$ cat src/rtl/dbus_ctrl_pkg.sv
// Shared types for the memory-stage data bus controller: bus request/response
// structs, access size encoding and controller state encoding.
package dbus_ctrl_pkg;

  typedef enum logic [1:0] {
    MSIZE1 = 2'd0,
    MSIZE2 = 2'd1,
    MSIZE4 = 2'd2,
    MSIZE8 = 2'd3
  } msize_t;

  typedef struct packed {
    logic        valid;
    logic [63:0] addr;
    msize_t      size;
    logic [7:0]  strobe;
    logic [63:0] data;
  } dbus_req_t;

  typedef struct packed {
    logic        addr_ok;
    logic        data_ok;
    logic [63:0] data;
  } dbus_resp_t;

  typedef logic [1:0] dbus_ctrl_state_t;

  localparam dbus_ctrl_state_t ST_IDLE = 2'd0;
  localparam dbus_ctrl_state_t ST_WAIT = 2'd1;
  localparam dbus_ctrl_state_t ST_DONE = 2'd2;

endpackage

$ cat src/rtl/dbus_ctrl_if.sv
// Data bus channel: request toward memory, response back to the controller.
interface dbus_ctrl_if;
  import dbus_ctrl_pkg::*;

  dbus_req_t  dreq;
  dbus_resp_t dresp;

  modport master (output dreq, input dresp);
  modport slave  (input dreq, output dresp);
endinterface

$ cat src/rtl/dbus_ctrl_align.sv
// Combinational natural-alignment check of an access; shared with exception logic.
module mem_align_check
  import dbus_ctrl_pkg::*;
(
  input  logic [2:0] addr_lo,
  input  msize_t     size,
  output logic       misaligned
);

  always_comb begin
    misaligned = 1'b0;
    case (size)
      MSIZE1:  misaligned = 1'b0;
      MSIZE2:  misaligned = addr_lo[0];
      MSIZE4:  misaligned = |addr_lo[1:0];
      MSIZE8:  misaligned = |addr_lo;
      default: misaligned = 1'b0;
    endcase
  end

endmodule

$ cat src/rtl/dbus_ctrl.sv
// Memory-stage data bus sequencer: issues the request, holds it until data_ok,
// stalls the pipeline while outstanding, traps misalignment and counts activity.
module dbus_ctrl
  import dbus_ctrl_pkg::*;
#(
  parameter int CNT_W = 32
) (
  input  logic              clk,
  input  logic              reset,
  input  dbus_req_t         req_in,
  input  logic              hold,
  dbus_ctrl_if.master       dbus,
  output logic [63:0]       rdata,
  output logic              stall,
  output logic              misalign,
  output logic [CNT_W-1:0]  n_access,
  output logic [CNT_W-1:0]  n_stall
);

  dbus_ctrl_state_t state_q, state_d;
  dbus_req_t        req_q, req_d;
  logic [63:0]      data_q, data_d;
  logic [CNT_W-1:0] n_access_q, n_access_d;
  logic [CNT_W-1:0] n_stall_q, n_stall_d;
  logic             mis_raw;
  logic             acc_done;

  mem_align_check u_align (
    .addr_lo    (req_in.addr[2:0]),
    .size       (req_in.size),
    .misaligned (mis_raw)
  );

  assign misalign = (state_q == ST_IDLE) && req_in.valid && mis_raw;

  always_comb begin
    state_d   = state_q;
    req_d     = req_q;
    data_d    = data_q;
    dbus.dreq = '0;
    rdata     = dbus.dresp.data;
    stall     = 1'b0;
    acc_done  = 1'b0;
    case (state_q)
      ST_IDLE: begin
        if (req_in.valid && !mis_raw) begin
          dbus.dreq = req_in;
          req_d     = req_in;
          if (dbus.dresp.data_ok) begin
            acc_done = 1'b1;
            if (hold) begin
              data_d  = dbus.dresp.data;
              state_d = ST_DONE;
            end
          end else begin
            stall   = 1'b1;
            state_d = ST_WAIT;
          end
        end
      end
      ST_WAIT: begin
        // Replay the latched request so the bus sees stable fields whatever req_in does.
        dbus.dreq       = req_q;
        dbus.dreq.valid = 1'b1;
        if (dbus.dresp.data_ok) begin
          acc_done = 1'b1;
          if (hold) begin
            data_d  = dbus.dresp.data;
            state_d = ST_DONE;
          end else begin
            state_d = ST_IDLE;
          end
        end else begin
          stall = 1'b1;
        end
      end
      ST_DONE: begin
        rdata = data_q;
        if (!hold) state_d = ST_IDLE;
      end
      default: state_d = ST_IDLE;
    endcase
    n_access_d = n_access_q + {{(CNT_W-1){1'b0}}, acc_done};
    n_stall_d  = n_stall_q + {{(CNT_W-1){1'b0}}, stall};
  end

  always_ff @(posedge clk) begin
    if (reset) begin
      state_q    <= ST_IDLE;
      req_q      <= '0;
      data_q     <= '0;
      n_access_q <= '0;
      n_stall_q  <= '0;
    end else begin
      state_q    <= state_d;
      req_q      <= req_d;
      data_q     <= data_d;
      n_access_q <= n_access_d;
      n_stall_q  <= n_stall_d;
    end
  end

  assign n_access = n_access_q;
  assign n_stall  = n_stall_q;

endmodule

$ cat src/flat_wrapper.sv
// flat-port wrapper written by rule: the top's interface ports become plain ports
module dbus_ctrl_flat import dbus_ctrl_pkg::*;
#(
  parameter int CNT_W = 32
)
  (clk, reset, req_in, hold, rdata, stall, misalign, n_access, n_stall, dbus_dreq, dbus_dresp);
  dbus_ctrl_if dbus_i ();
  input  logic clk;
  input  logic reset;
  input  dbus_req_t req_in;
  input  logic hold;
  output logic [63:0] rdata;
  output logic stall;
  output logic misalign;
  output logic [CNT_W-1:0] n_access;
  output logic [CNT_W-1:0] n_stall;
  output wire logic [$bits(dbus_i.dreq)-1:0] dbus_dreq;
  input wire logic [$bits(dbus_i.dresp)-1:0] dbus_dresp;
  assign dbus_dreq = dbus_i.dreq;
  assign dbus_i.dresp = dbus_dresp;
  dbus_ctrl #(.CNT_W(CNT_W)) u_core (.clk(clk), .reset(reset), .req_in(req_in), .hold(hold), .dbus(dbus_i), .rdata(rdata), .stall(stall), .misalign(misalign), .n_access(n_access), .n_stall(n_stall));
endmodule
$ cat config.mk
export PLATFORM = sky130hd
export DESIGN_NAME = dbus_ctrl_flat
export DESIGN_NICKNAME = d
export VERILOG_FILES = /design/src/rtl/dbus_ctrl_pkg.sv /design/src/rtl/dbus_ctrl_if.sv /design/src/rtl/dbus_ctrl_align.sv /design/src/rtl/dbus_ctrl.sv /design/src/flat_wrapper.sv
export SDC_FILE = /design/constraint.sdc
export NUM_CORES = 1
export LEC_CHECK = 0
export BUFFER_PORTS_ARGS = -buffer_cell sky130_fd_sc_hd__buf_2
export CAP_MARGIN = 0
export CORE_MARGIN = 2
export CORE_UTILIZATION = 30
export DETAILED_ROUTE_END_ITERATION = 16
export PLACE_DENSITY = 0.53
export SKIP_LAST_GASP = 1
export SYNTH_ARGS = -nofsm -noshare
export SYNTH_HDL_FRONTEND = slang
export SYNTH_SLANG_ARGS = --single-unit
$ cat constraint.sdc
create_clock -name clk -period 7.6 [get_ports clk]
set_input_delay 0.38 -clock clk [delete_from_list [all_inputs] [get_ports clk]]
set_output_delay 0.38 -clock clk [all_outputs]
set_load 0.02 [all_outputs]
==> summary.txt <==
Outcome
  • Outcome: finished, final reports clean

Global route
  • Initial antenna violation count: 7
  • GRT overflow: 0
  • First-pass GRT wire length: 60300 microns
  • Largest net degree at the start of global routing: 137
  • Number of global-route vias before repair: 10900
  • All-Layer GR Usage: 16.9%

Synth
  • Cell taking the most area after synthesis: dfxtp_1
  • Top_reg_cell synth: dfxtp_1
  • Mean Syn Cell Area: 7.78 sq um
  • Synth Cell Area: 12500 sq um
  • Sequential area share after synthesis: 42.9%
  • Cell variety after synth: 39
  • Async SR Flop Fraction: 0%
  • Post-synth net total: 1821
  • Largest cells by area after synthesis: dfxtp_1 43%, nand2_1 17%, mux2_2 6.8%
  • Post-synth EDFFs: 0
  • Synth Register Bits: 268
  • Syn Inst Count: 1609
  • Count leader, synth: nand2_1
  • Post-synth top cells: 568 x nand2_1, 268 x dfxtp_1, 167 x a21oi_1
  • Synth top area share: 42.9%
  • Warnings from Yosys: 0

CTS
  • CTS buffer count: 31
  • Number of clock sinks: 268
  • CTS tree: built
  • CTS clk-pin slew, worst paths: 0.06 ns
  • # resized after CTS: 0
  • Hold-fix buffers, CTS: 1
  • Post-CTS Setup Repair Bufs: 0
  • Worst-Skew Late Latency: 0.57 ns
  • Clock Path Buffers: 3
  • H-tree Lvls: 1
  • Clk root buf: clkbuf_16

Die
  • Core area: 41000 sq um
  • Die Ht: 208 microns
  • Row count: 74
  • Num ports: 477
  • Die ar.: 43400 sq um
  • Die width: 208 microns
  • Initial Utilization: 30.5%

Flow run
  • Max-cap violations: 0

Power
  • LEAKAGE: 7.45 nW
  • Total power per unit cell area: 213 nW/um^2
  • Peak supply drop: 156 uV

Critical path
  • Reg2Reg Setup Slack: 4.09 ns
  • Crit Path Class: flop to flop
  • Max stage delay cell, worst path: or4_1
  • Worst Setup Start Kind: flop
  • CP cell instances: nand2b_1, a211oi_1, o21ai_0, inv_1, ha_1, ha_1, nand3_1, or4_1, or4_1, a21oi_1
  • R2R cell count: 10
  • Reg2reg end: u_core.n_access[26]
  • Reg2reg start: u_core.state_q[1]
  • Worst endpoint required time: 8.09 ns
  • Critical path arrival: 4.00 ns
  • Crit path largest cell delay: 0.82 ns
  • Crit end category: flop
  • Peak fanout along the critical path: 18

Finish
  • FF+latch area: 5370 sq um
  • Fillers: 4283
  • Area growth syn-to-layout: 30.4%
  • Share of cells above drive strength 1: 30.6%
  • Finished Layout Cells: 2581
  • Multi-input logic area: 6640 sq um
  • Final nets: 2230

STA
  • Fin Setup TNS: 0 ns
  • Final Setup Violations: 0
  • Slew of the pin with the lowest slew margin: 1.15 ns
  • Max Clock Skew: 0.0171 ns
  • Slew margin rel.: 23.6%
  • Final Hold Fails: 0
  • RSZ-0062 raised after global routing: no
  • Fin crit share: 46.2%
  • Final-report max-slew violation count: 0
  • FMAX: 285 MHz
  • Shortest period the worst path allows: 3.51 ns

Drt
  • Post-route DRC violation count: 0
  • Final ANT Viol Nets: 0
  • Post-DR wirelength/cell: 15.2 microns
  • DR pass1 iterations: 5
  • Final WL: 39100 microns
  • Drt via density: 4.68
  • Number of DRC markers in iteration 0: 955
  • Via count: 12100

Worst hold path
  • Min-Delay Path Depth: 3
  • Hold Startpoint: req_in[92]
  • Min-Delay Endpoint: u_core.req_q[92]
  • Hold crit path type: primary input to flop

Placement
  • # placed instances: 2516
  • Port Buffer Count: 475
  • Global placement routability congestion: 0.785
  • DP Wirelength: 27100 microns
## layout make-up
cell class | count | share of cell area [%]
inverter | 18 | 0.414
tap | 532 | 4.08
antenna | 6 | 0.0921
multi-input combinational | 1214 | 40.7
clock buffer | 44 | 5.55
sequential | 268 | 32.9
clock inverter | 14 | 1.10
timing repair buffer | 485 | 15.2
## metal layers
metal | track usage (%) | vias up | wire (microns)
met5 | 0 | - | 27
met4 | 4.76 | 4 | 935
met3 | 5.40 | 52 | 3020
met2 | 28.0 | 384 | 18400
met1 | 21.0 | 5524 | 16800
li1 | - | 6104 | -
## logic make-up after synthesis
logic type,synth area share [%]
AOI/OAI and AO/OA,8.56
buffers and inverters,4.26
adders and majority gates,0.400
and+or+nand+nor,30.5
xor gates and xnor gates,1.54
muxes,11.9
DFF,42.9
## worst max-delay path by stage
stage | endpoint | cells past startpoint | slack, ns | start
3_3_place_gp | u_core.n_access[26] | 11 | 3.79 | req_in[72]
2_1_floorplan | u_core.n_stall[30] | 12 | 4.27 | u_core.state_q[0]
6_report | u_core.n_access[26] | 10 | 4.09 | u_core.state_q[1]
4_1_cts | dbus_dreq[88] | 6 | 4.01 | u_core.state_q[0]
5_1_grt | u_core.n_access[26] | 10 | 3.82 | u_core.state_q[1]
3_5_place_dp | u_core.n_access[26] | 11 | 3.78 | req_in[72]
## worst max-delay path, delay by kind of cell (launching register included)
family	cells	cell delay [ns]
adder cells (fa/ha/maj)	2	0.41
AO/OA/AOI/OAI	3	0.77
AND/OR/NAND/NOR	4	1.73
buffers and inverters	1	0.15
flip-flops	1	0.35
## report_power, final
| group | internal, mW | switching (mW) | leakage, nW |
|---|---|---|---|
| logic | 0.161 | 0.272 | 4.74 |
| clock network | 0.960 | 0.613 | 0.534 |
| registers | 1.45 | 0.0230 | 2.18 |
## layout by cell type, fill, tap and decap left out, drive strengths merged, types with 22 or more instances in the layout
master and n:
clkbuf 45, nand2b 131, mux2i 64, a21oi 167, mux2 75, or4 22, buf 483, nand2 568
dfxtp 268, nor2 37
## registers in the layout, summed over array words and instances, names as in the netlist
register / count
u_core.n_access: 32
u_core.req_q: 138
u_core.data_q: 64
u_core.state_q: 2
u_core.n_stall: 32
## stage by stage
step / setup slack, ns / hold WS, ns / area (sq um) / utilization [%] / total power, mW
floorplan: 4.27 / 0.437 / 12500 / - / 1.77
global placement: 3.79 / 0.442 / 15200 / 37.1 / 1.94
detailed placement: 3.78 / 0.447 / 15200 / 37.1 / 1.94
CTS: 4.01 / 0.0210 / 16300 / 39.7 / 3.55
global route: 3.82 / 0.0390 / 16300 / 39.8 / 3.64
finish: 4.09 / 0.0683 / 16300 / 39.8 / 3.48
Power figures use the tool's default switching activity.
